===== src/rtl/fa_pkg.sv =====
// Shared definitions for the bit-serial full-adder controller.
//   state_e    : controller state encoding (IDLE, ISSUE, DONE)
//   W_DEF      : default operand width
//   FA_LAT_DEF : default FA cell latency in edges
package fa_pkg;

  localparam int unsigned W_DEF      = 4;
  localparam int unsigned FA_LAT_DEF = 2;

  typedef enum logic [1:0] {
    IDLE  = 2'd0,
    ISSUE = 2'd1,
    DONE  = 2'd2
  } state_e;

endpackage


===== src/rtl/fa_serial_sequencer.sv =====
// Bit-serial controller that drives one external registered 1-bit full-adder
// cell LSB-first to perform a W-bit add, then holds the result for the consumer.
// Ports:
//   clk, rst_n                   : clock, async active-low reset
//   in_valid/in_ready            : request handshake (op_a, op_b, op_cin)
//   out_valid/out_ready          : result handshake (out_sum, out_cout)
//   busy                         : operation in flight
//   fa_a/fa_b/fa_cin             : to the FA cell
//   fa_sum/fa_cout               : from the FA cell
module fa_serial_sequencer
  import fa_pkg::*;
#(
  parameter int unsigned W      = W_DEF,
  parameter int unsigned FA_LAT = FA_LAT_DEF
) (
  input  logic         clk,
  input  logic         rst_n,
  input  logic         in_valid,
  output logic         in_ready,
  input  logic [W-1:0] op_a,
  input  logic [W-1:0] op_b,
  input  logic         op_cin,
  output logic         out_valid,
  input  logic         out_ready,
  output logic [W-1:0] out_sum,
  output logic         out_cout,
  output logic         busy,
  output logic         fa_a,
  output logic         fa_b,
  output logic         fa_cin,
  input  logic         fa_sum,
  input  logic         fa_cout
);

  localparam int unsigned BW = (W > 1) ? $clog2(W) : 1;
  localparam int unsigned PW = $clog2(FA_LAT + 1);
  localparam logic [BW-1:0] LAST_BIT = BW'(W - 1);
  localparam logic [PW-1:0] LAST_PH  = PW'(FA_LAT);

  state_e          r_state;
  logic [BW-1:0]   r_bit;
  logic [PW-1:0]   r_ph;
  logic [W-1:0]    r_a;
  logic [W-1:0]    r_b;
  logic [W-1:0]    r_sum;
  logic            r_cout;
  logic            r_fa_cin;

  // Handshake/status flags are direct decodes of the state register.
  assign in_ready  = (r_state == IDLE);
  assign out_valid = (r_state == DONE);
  assign busy      = (r_state == ISSUE);

  // Operand shadows shift right each bit, so their LSB is the bit on the FA cell.
  assign fa_a     = r_a[0];
  assign fa_b     = r_b[0];
  assign fa_cin   = r_fa_cin;
  assign out_sum  = r_sum;
  assign out_cout = r_cout;

  // Controller FSM: accept, step one bit every FA_LAT+1 cycles, hold result.
  always_ff @(posedge clk or negedge rst_n) begin
    if (!rst_n) begin
      r_state  <= IDLE;
      r_bit    <= '0;
      r_ph     <= '0;
      r_a      <= '0;
      r_b      <= '0;
      r_sum    <= '0;
      r_cout   <= 1'b0;
      r_fa_cin <= 1'b0;
    end else begin
      case (r_state)
        IDLE: begin
          if (in_valid) begin
            r_a      <= op_a;
            r_b      <= op_b;
            r_fa_cin <= op_cin;
            r_bit    <= '0;
            r_ph     <= '0;
            r_state  <= ISSUE;
          end
        end
        ISSUE: begin
          if (r_ph != LAST_PH) begin
            r_ph <= r_ph + PW'(1);
          end else begin
            // FA output now reflects the inputs held since this bit started.
            for (int unsigned i = 0; i < W; i++) begin
              if (r_bit == BW'(i)) r_sum[i] <= fa_sum;
            end
            if (r_bit != LAST_BIT) begin
              r_bit    <= r_bit + BW'(1);
              r_ph     <= '0;
              r_a      <= r_a >> 1;
              r_b      <= r_b >> 1;
              r_fa_cin <= fa_cout;
            end else begin
              r_cout  <= fa_cout;
              r_state <= DONE;
            end
          end
        end
        DONE: begin
          if (out_ready) r_state <= IDLE;
        end
        default: r_state <= IDLE;
      endcase
    end
  end

endmodule

===== config.mk =====
export PLATFORM = sky130hd
export DESIGN_NAME = fa_serial_sequencer
export DESIGN_NICKNAME = d
export VERILOG_FILES = /design/src/rtl/fa_pkg.sv /design/src/rtl/fa_serial_sequencer.sv
export SDC_FILE = /design/constraint.sdc
export NUM_CORES = 1
export LEC_CHECK = 0
export BUFFER_PORTS_ARGS = -buffer_cell sky130_fd_sc_hd__buf_2
export CAP_MARGIN = 40
export CORE_MARGIN = 2
export CORE_UTILIZATION = 51
export CTS_CLUSTER_DIAMETER = 40
export DETAILED_ROUTE_END_ITERATION = 8
export PLACE_DENSITY = 0.85
export REMOVE_ABC_BUFFERS = 1
export SYNTH_ARGS = -nofsm -noshare
export SYNTH_HDL_FRONTEND = slang
export SYNTH_SLANG_ARGS = --single-unit

===== constraint.sdc =====
create_clock -name clk -period 1.8 [get_ports clk]
set_input_delay 0.36 -clock clk [delete_from_list [all_inputs] [get_ports clk]]
set_output_delay 0.36 -clock clk [all_outputs]
set_load 0.01 [all_outputs]

==> results of run 1 <==
[state kept, by name (all words and copies together), names as in the netlist]
signal	count
r_bit	2
r_a	4
out_cout	1
r_b	4
out_sum	4
fa_cin	1
r_state	2
r_ph	2
[power groups by stage]
stage / Sequential (mW) / Combinational (mW) / Clock [mW]
6_report: 0.800 / 0.905 / 0.262
5_1_grt: 0.830 / 1.00 / 0.286
4_1_cts: 0.799 / 0.914 / 0.264
3_5_place_dp: 0.810 / 0.911 / 0
3_3_place_gp: 0.798 / 0.872 / 0
2_1_floorplan: 0.854 / 0.568 / 0
[worst min path at each step]
stage,startpoint,endpoint,cells after the start
final,out_ready,r_state[1],2
after global routing,out_ready,r_state[1],2
after CTS,out_ready,r_state[1],2
after detailed placement,rst_n,r_a[0],1
after global placement,rst_n,r_a[1],1
after floorplan,rst_n,fa_cin,0
[area by class of cell]
type                    instances  area, um2  share of cell area (%)
well taps                      27      33.78                   2.738
flip-flops and latches         20      501.7                   40.67
clock buffers                   4      36.28                   2.941
repair buffers                 29      157.7                   12.78
multi-input cells              54      481.7                   39.05
inverters                       6      22.52                   1.826
[per-layer routing]
layer,GRT usage (%),vias to the layer above,wire (um)
met1,22.29,373,775
li1,-,349,-
met3,4.012,0,88
met2,29.68,21,963
met4,4.286,0,0
met5,0,-,0
[logic make-up (layout without fill, tap and decap cells)]
group	count (synthesis)	in the layout
adder cells (fa/ha/maj)	4	4
AND/OR/NAND/NOR	19	19
multiplexers	19	19
flip-flops	20	20
buffers and inverters	9	39
AO/OA/AOI/OAI	12	12
[placed cells by master (no fill, tap or decap), drive strengths merged]
cell	instances
a21oi	2
a221o	1
a22o	2
and4bb	1
buf	28
clkbuf	4
dfrtp	20
dlygate4sd3	1
ha	4
inv	6
mux2	19
nand2	5
nand2b	3
nand3	3
nand3b	1
nand4bb	1
nor2	3
nor2b	1
o211a	1
o211ai	1
o21ai	4
o21bai	1
or3	1
[worst max-delay path: stages (launching register included)]
cell	delay [ps]
dfrtp_1	440
ha_1	240
nand4bb_4	250
a21oi_4	310
mux2_2	380
[stage by stage]
stage	std cells	hold slack [ps]	setup slack, ps	total power, mW	area [um2]
after floorplan	80	64.41	190.6	1.422	1005
after detailed placement	135	330.0	82.42	1.721	1186
final	140	258.8	68.41	1.968	1234
after global routing	140	251.4	1.280	2.120	1234
after global placement	135	321.1	145.6	1.670	1186
after CTS	140	260.9	6.762	1.977	1232
[timing repair]
action                     in CTS  in global routing
hold buffers                    1                  0
resized for setup               0                  1
hold endpoints to repair       11                  0
setup endpoints to repair       0                  4
==> results.md, run 1 <==
* Ports at 26
* FF-to-FF path depth at 4
* Wire per inst at 13.05 um
* Worst setup path class: register to register
* Syn Inst Count at 83
* Synth Area in Compound Gates at 9.191%
* Syn. warnings at 0
* Synth area leader: dfrtp_1
* # rows at 16
* CP arrival at 1930 ps
* Switching pwr at 0.6820 mW
* Sequential area share after synthesis at 49.02%
* Chip Width at 48.74 um
* Fmax at 577.5 MHz
* Most frequent cell after synthesis: dfrtp_1
* Maxcap violations at 0
* Num CTS Buffers at 3
* Async SR Flop Fraction at 100.0%
* Setup repair bufs after CTS at 0
* VDD IR max at 1.088 mV
* Sequential group share of total power at 40.7%
* Critical R2R Capture: r_a[2]
* Status: completed
* Tightest Pin Transition at 434.8 ps
* Crit share post-route at 96.20%
* Mux contribution to synthesized area at 20.96%
* Grt total ovfl at 0
* Largest net degree at the start of global routing at 21
* Synth area leaders: dfrtp_1, mux2_2, ha_1
* Reg2reg start: r_bit[1]
* 1st-pass router iterations at 6
* TritonCTS clock tree: yes
* Clk pwr share at 13.3%
* CP endpoint: r_a[2]
* DR iter-0 viols at 11
* Worst Hold Class: input port to register
* Synthesized-area fraction occupied by and/or/nand/nor cells at 12.13%
* Share of the synthesized area in the top cell type at 49.02%
* HPWL after detailed placement at 1.430 mm
* Maximum root-to-sink buffer count at 2
* Prevailing post-synth register cell: dfrtp_1
* Slew Limit Headroom at 71.01%
* Initial cell density of the core at 53.12%
* Crit-path max FO at 9
* Synth Cell Area at 1021 um2
* CORE AREA at 1922 um2
* CP Launch Type: register
* Gpl congestion at 0.7583
* Post-synth cell types at 25
* Number of synthesized flops with an enable pin at 0
* Synth-to-layout area growth at 20.83%
* Most instantiated cells after synthesis: dfrtp_1, mux2_2, inv_1
* Leak at 0.6125 nW
* Vias per cell at 5.307
* Initial antenna violation count at 0
* Root buffer cell: clkbuf_4
* TNS Setup at 0 ps
* Antenna violation net count after detailed routing at 0
* Vias in the first global route at 733
* Die H at 48.74 um
* Worst setup startpoint: r_bit[1]
* Antenna diode count at 0
* Final-report hold violation count at 0
* Seq cells post-synth at 20
* Syn Area/Cell at 12.30 um2
* Sw Share at 34.65%
* Filler cells at 159
* Total global routing track utilization at 17.37%
* Minimum clock period at 1732 ps
* Synth Area in XOR/XNOR at 0%
* Adder-cell share of the synthesized area at 4.902%
* Logic pwr share at 46.0%
* CTS Sinks at 20
* Drt drc at 0
* Skew-Pair Late Insertion Delay at 310 ps
* Final wirelength at 1.827 mm
* Total internal power at 1.286 mW
* R2r setup slk at 70 ps
* Clk slew on worst S/H paths at 110 ps
* Largest family of logic cells by synthesized area: multiplexers
* RSZ-0062 raised after global routing: false
* IO buf count at 25
* Layout cell share with drive strength beyond 1 at 47.79%
* Fin nets at 133
* Die area at 2376 um2
* Slew Limit Fails at 0
* First-pass GRT wire length at 3.187 mm
* Clock Skew at 3.282 ps
* Final setup viols at 0
* H-Tree Depth at 1
* Core Util, Final at 64.19%
* P per Cell Area at 1595 nW/um2
* WP data required at 2000 ps
* CP endpoint kind: register
* DR vias at 743
No activity file was read; power rests on OpenSTA's default activity.
==> inputs of run 2 (changes only) <==
Settings changed: REMOVE_ABC_BUFFERS 1 to unset.
==> run 2 against run 1 <==
Setup slack gained 7.5 ps. Power increased by 3.6%. Final cell count increased by 2.1%. Global-route usage rose by 2.3 points. Combinational power increased by 8.1%. Die area is the same. Register-to-register slack hardly changed. Flip-flop and latch count is the same. Cell area rose by 1.9%. Critical path type unchanged. Highest routed layer is now met4.
==> results.md, run 2 (synthesis results as in run 1) <==
* Final wirelength at 2.062 mm (was 1.827 mm)
* R2r setup slk at 80 ps (was 70 ps)
* Drt drc at 0 (unchanged)
* Slew Limit Headroom at 71.85% (was 71.01%)
* TritonCTS clock tree: yes (unchanged)
* Clock Skew at 6.099 ps (was 3.282 ps)
* Initial antenna violation count at 0 (unchanged)
* Clk slew on worst S/H paths at 110 ps (about the same)
* Critical R2R Capture: r_b[0] (was r_a[2])
* Tightest Pin Transition at 422.3 ps (was 434.8 ps)
* CORE AREA at 1922 um2 (unchanged)
* Crit share post-route at 95.78% (was 96.20%)
* Crit-path max FO at 6 (was 9)
* Post-synthesis net count at 102
* WHS at 247.0 ps (was 258.8 ps)
* CP endpoint: r_b[0] (was r_a[2])
* Wire per inst at 14.42 um (was 13.05 um)
* Largest net degree at the start of global routing at 21 (unchanged)
* Leak at 0.6234 nW (was 0.6125 nW)
* P per Cell Area at 1621 nW/um2 (was 1595 nW/um2)
* Hold Crit Depth at 2 (unchanged)
* Worst setup path class: register to register (unchanged)
* Tot Pwr at 2.039 mW (was 1.968 mW)
* Antenna violation net count after detailed routing at 0 (unchanged)
* CP arrival at 1910 ps (was 1930 ps)
* RSZ-0062 raised after global routing: false (unchanged)
* Slew Limit Fails at 0 (unchanged)
* IO buf count at 25 (unchanged)
* Die area at 2376 um2 (unchanged)
* Initial cell density of the core at 53.12% (unchanged)
* H-Tree Depth at 1 (unchanged)
* Antenna diode count at 0 (unchanged)
* Gpl congestion at 0.6881 (was 0.7583)
* Maximum root-to-sink buffer count at 2 (unchanged)
* # rows at 16 (unchanged)
* CTS Sinks at 20 (unchanged)
* Vias in the first global route at 791 (was 733)
* Reg2reg start: r_bit[1] (unchanged)
* DR iter-0 viols at 13 (was 11)
* Commonest non-fill, non-tap cell in the layout: buf_2 (unchanged)
* Worst setup startpoint: r_bit[1] (unchanged)
* Fin nets at 136 (was 133)
* TNS Setup at 0 ps (unchanged)
* Die H at 48.74 um (unchanged)
* Num CTS Buffers at 3 (unchanged)
* WP data required at 1990 ps (was 2000 ps)
* VDD IR max at 0.9520 mV (was 1.088 mV)
* Grt total ovfl at 0 (unchanged)
* Most frequent cells in the layout: buf_2, dfrtp_1, mux2_2 (unchanged)
* Final-report hold violation count at 0 (unchanged)
* Layout cell share with drive strength beyond 1 at 49.14% (was 47.79%)
* Maxcap violations at 0 (unchanged)
* Worst Hold Class: input port to register (unchanged)
* DR vias at 764 (was 743)
* Vias per cell at 5.343 (was 5.307)
* Final setup viols at 0 (unchanged)
* Ports at 26 (unchanged)
* CP endpoint kind: register (unchanged)
* Skew-Pair Late Insertion Delay at 300 ps (was 310 ps)
* HPWL after detailed placement at 1.516 mm (was 1.430 mm)
* Fmax at 580.0 MHz (was 577.5 MHz)
* Status: completed (unchanged)
* Chip Width at 48.74 um (unchanged)
* FF-to-FF path depth at 4 (unchanged)
* Synth-to-layout area growth at 23.16% (was 20.83%)
* Total global routing track utilization at 19.71% (was 17.37%)
* Root buffer cell: clkbuf_4 (unchanged)
* First-pass GRT wire length at 3.650 mm (was 3.187 mm)
* Minimum clock period at 1724 ps (was 1732 ps)
* 1st-pass router iterations at 4 (was 6)
* CP Launch Type: register (unchanged)
==> run 2: cell types whose count changed in the layout (fill, tap and decap cells not counted) <==
cell / previous run / this run
a21oi_2: 0 / 1
buf_4: 3 / 5
==> run 2: how the worst min path moves through the flow <==
stage                 endpoint      start
floorplan               fa_cin      rst_n
global placement        r_a[3]      rst_n
detailed placement      r_a[3]      rst_n
CTS                 r_state[1]  out_ready
global route        r_state[1]  out_ready
finish              r_state[1]  out_ready
==> run 2: final cells by class <==
type / instances / area, um2
multi-input cells: 55 / 490.5
well taps: 27 / 33.78
clock buffers: 4 / 36.28
fillers: 156 / 664.4
inverters: 6 / 22.52
repair buffers: 31 / 172.7
flip-flops and latches: 20 / 501.7
==> run 2: where the power goes <==
part	switching, mW	leakage [nW]	internal (mW)
registers	0.146	0.250	0.656
logic	0.442	0.353	0.536
clock network	0.136	0.0210	0.123
total	0.723	0.623	1.32
==> run 2: what timing repair did <==
| item | 4_1_cts | 5_1_grt |
|---|---|---|
| cloned | 0 | 1 |
| endpoints found under the setup margin | 1 | 7 |
| gates resized for setup | 1 | 0 |
| pin swaps | 0 | 1 |
| buffers inserted | 0 | 2 |
| endpoints found under the hold margin | 20 | 0 |
| hold buffers | 1 | 0 |
==> run 2: critical path, cell delays in order, from the launching register on <==
cell	delay, ps
dfrtp_1	440
ha_1	250
nand4bb_4	280
a21oi_4	280
mux2_2	360
==> run 2: through the flow <==
| step | util (%) | area, um2 | std cells | worst slack, ps |
|---|---|---|---|---|
| floorplan | - | 1021 | 83 | 199.5 |
| finish | 65.43 | 1257 | 143 | 75.93 |
| CTS | 64.19 | 1234 | 140 | 49.73 |
| global placement | 61.72 | 1186 | 135 | 146.2 |
| detailed placement | 61.72 | 1186 | 135 | 74.15 |
| global route | 65.43 | 1257 | 143 | 23.14 |
==> run 2: metal layers <==
layer / part of all wire (%) / vias up / global-route usage (%)
met3: 3.0 / 2 / 3.086
li1: - / 363 / -
met2: 52 / 17 / 35.39
met1: 45 / 382 / 25.00
met4: 0.63 / 0 / 4.286
met5: 0 / - / 0
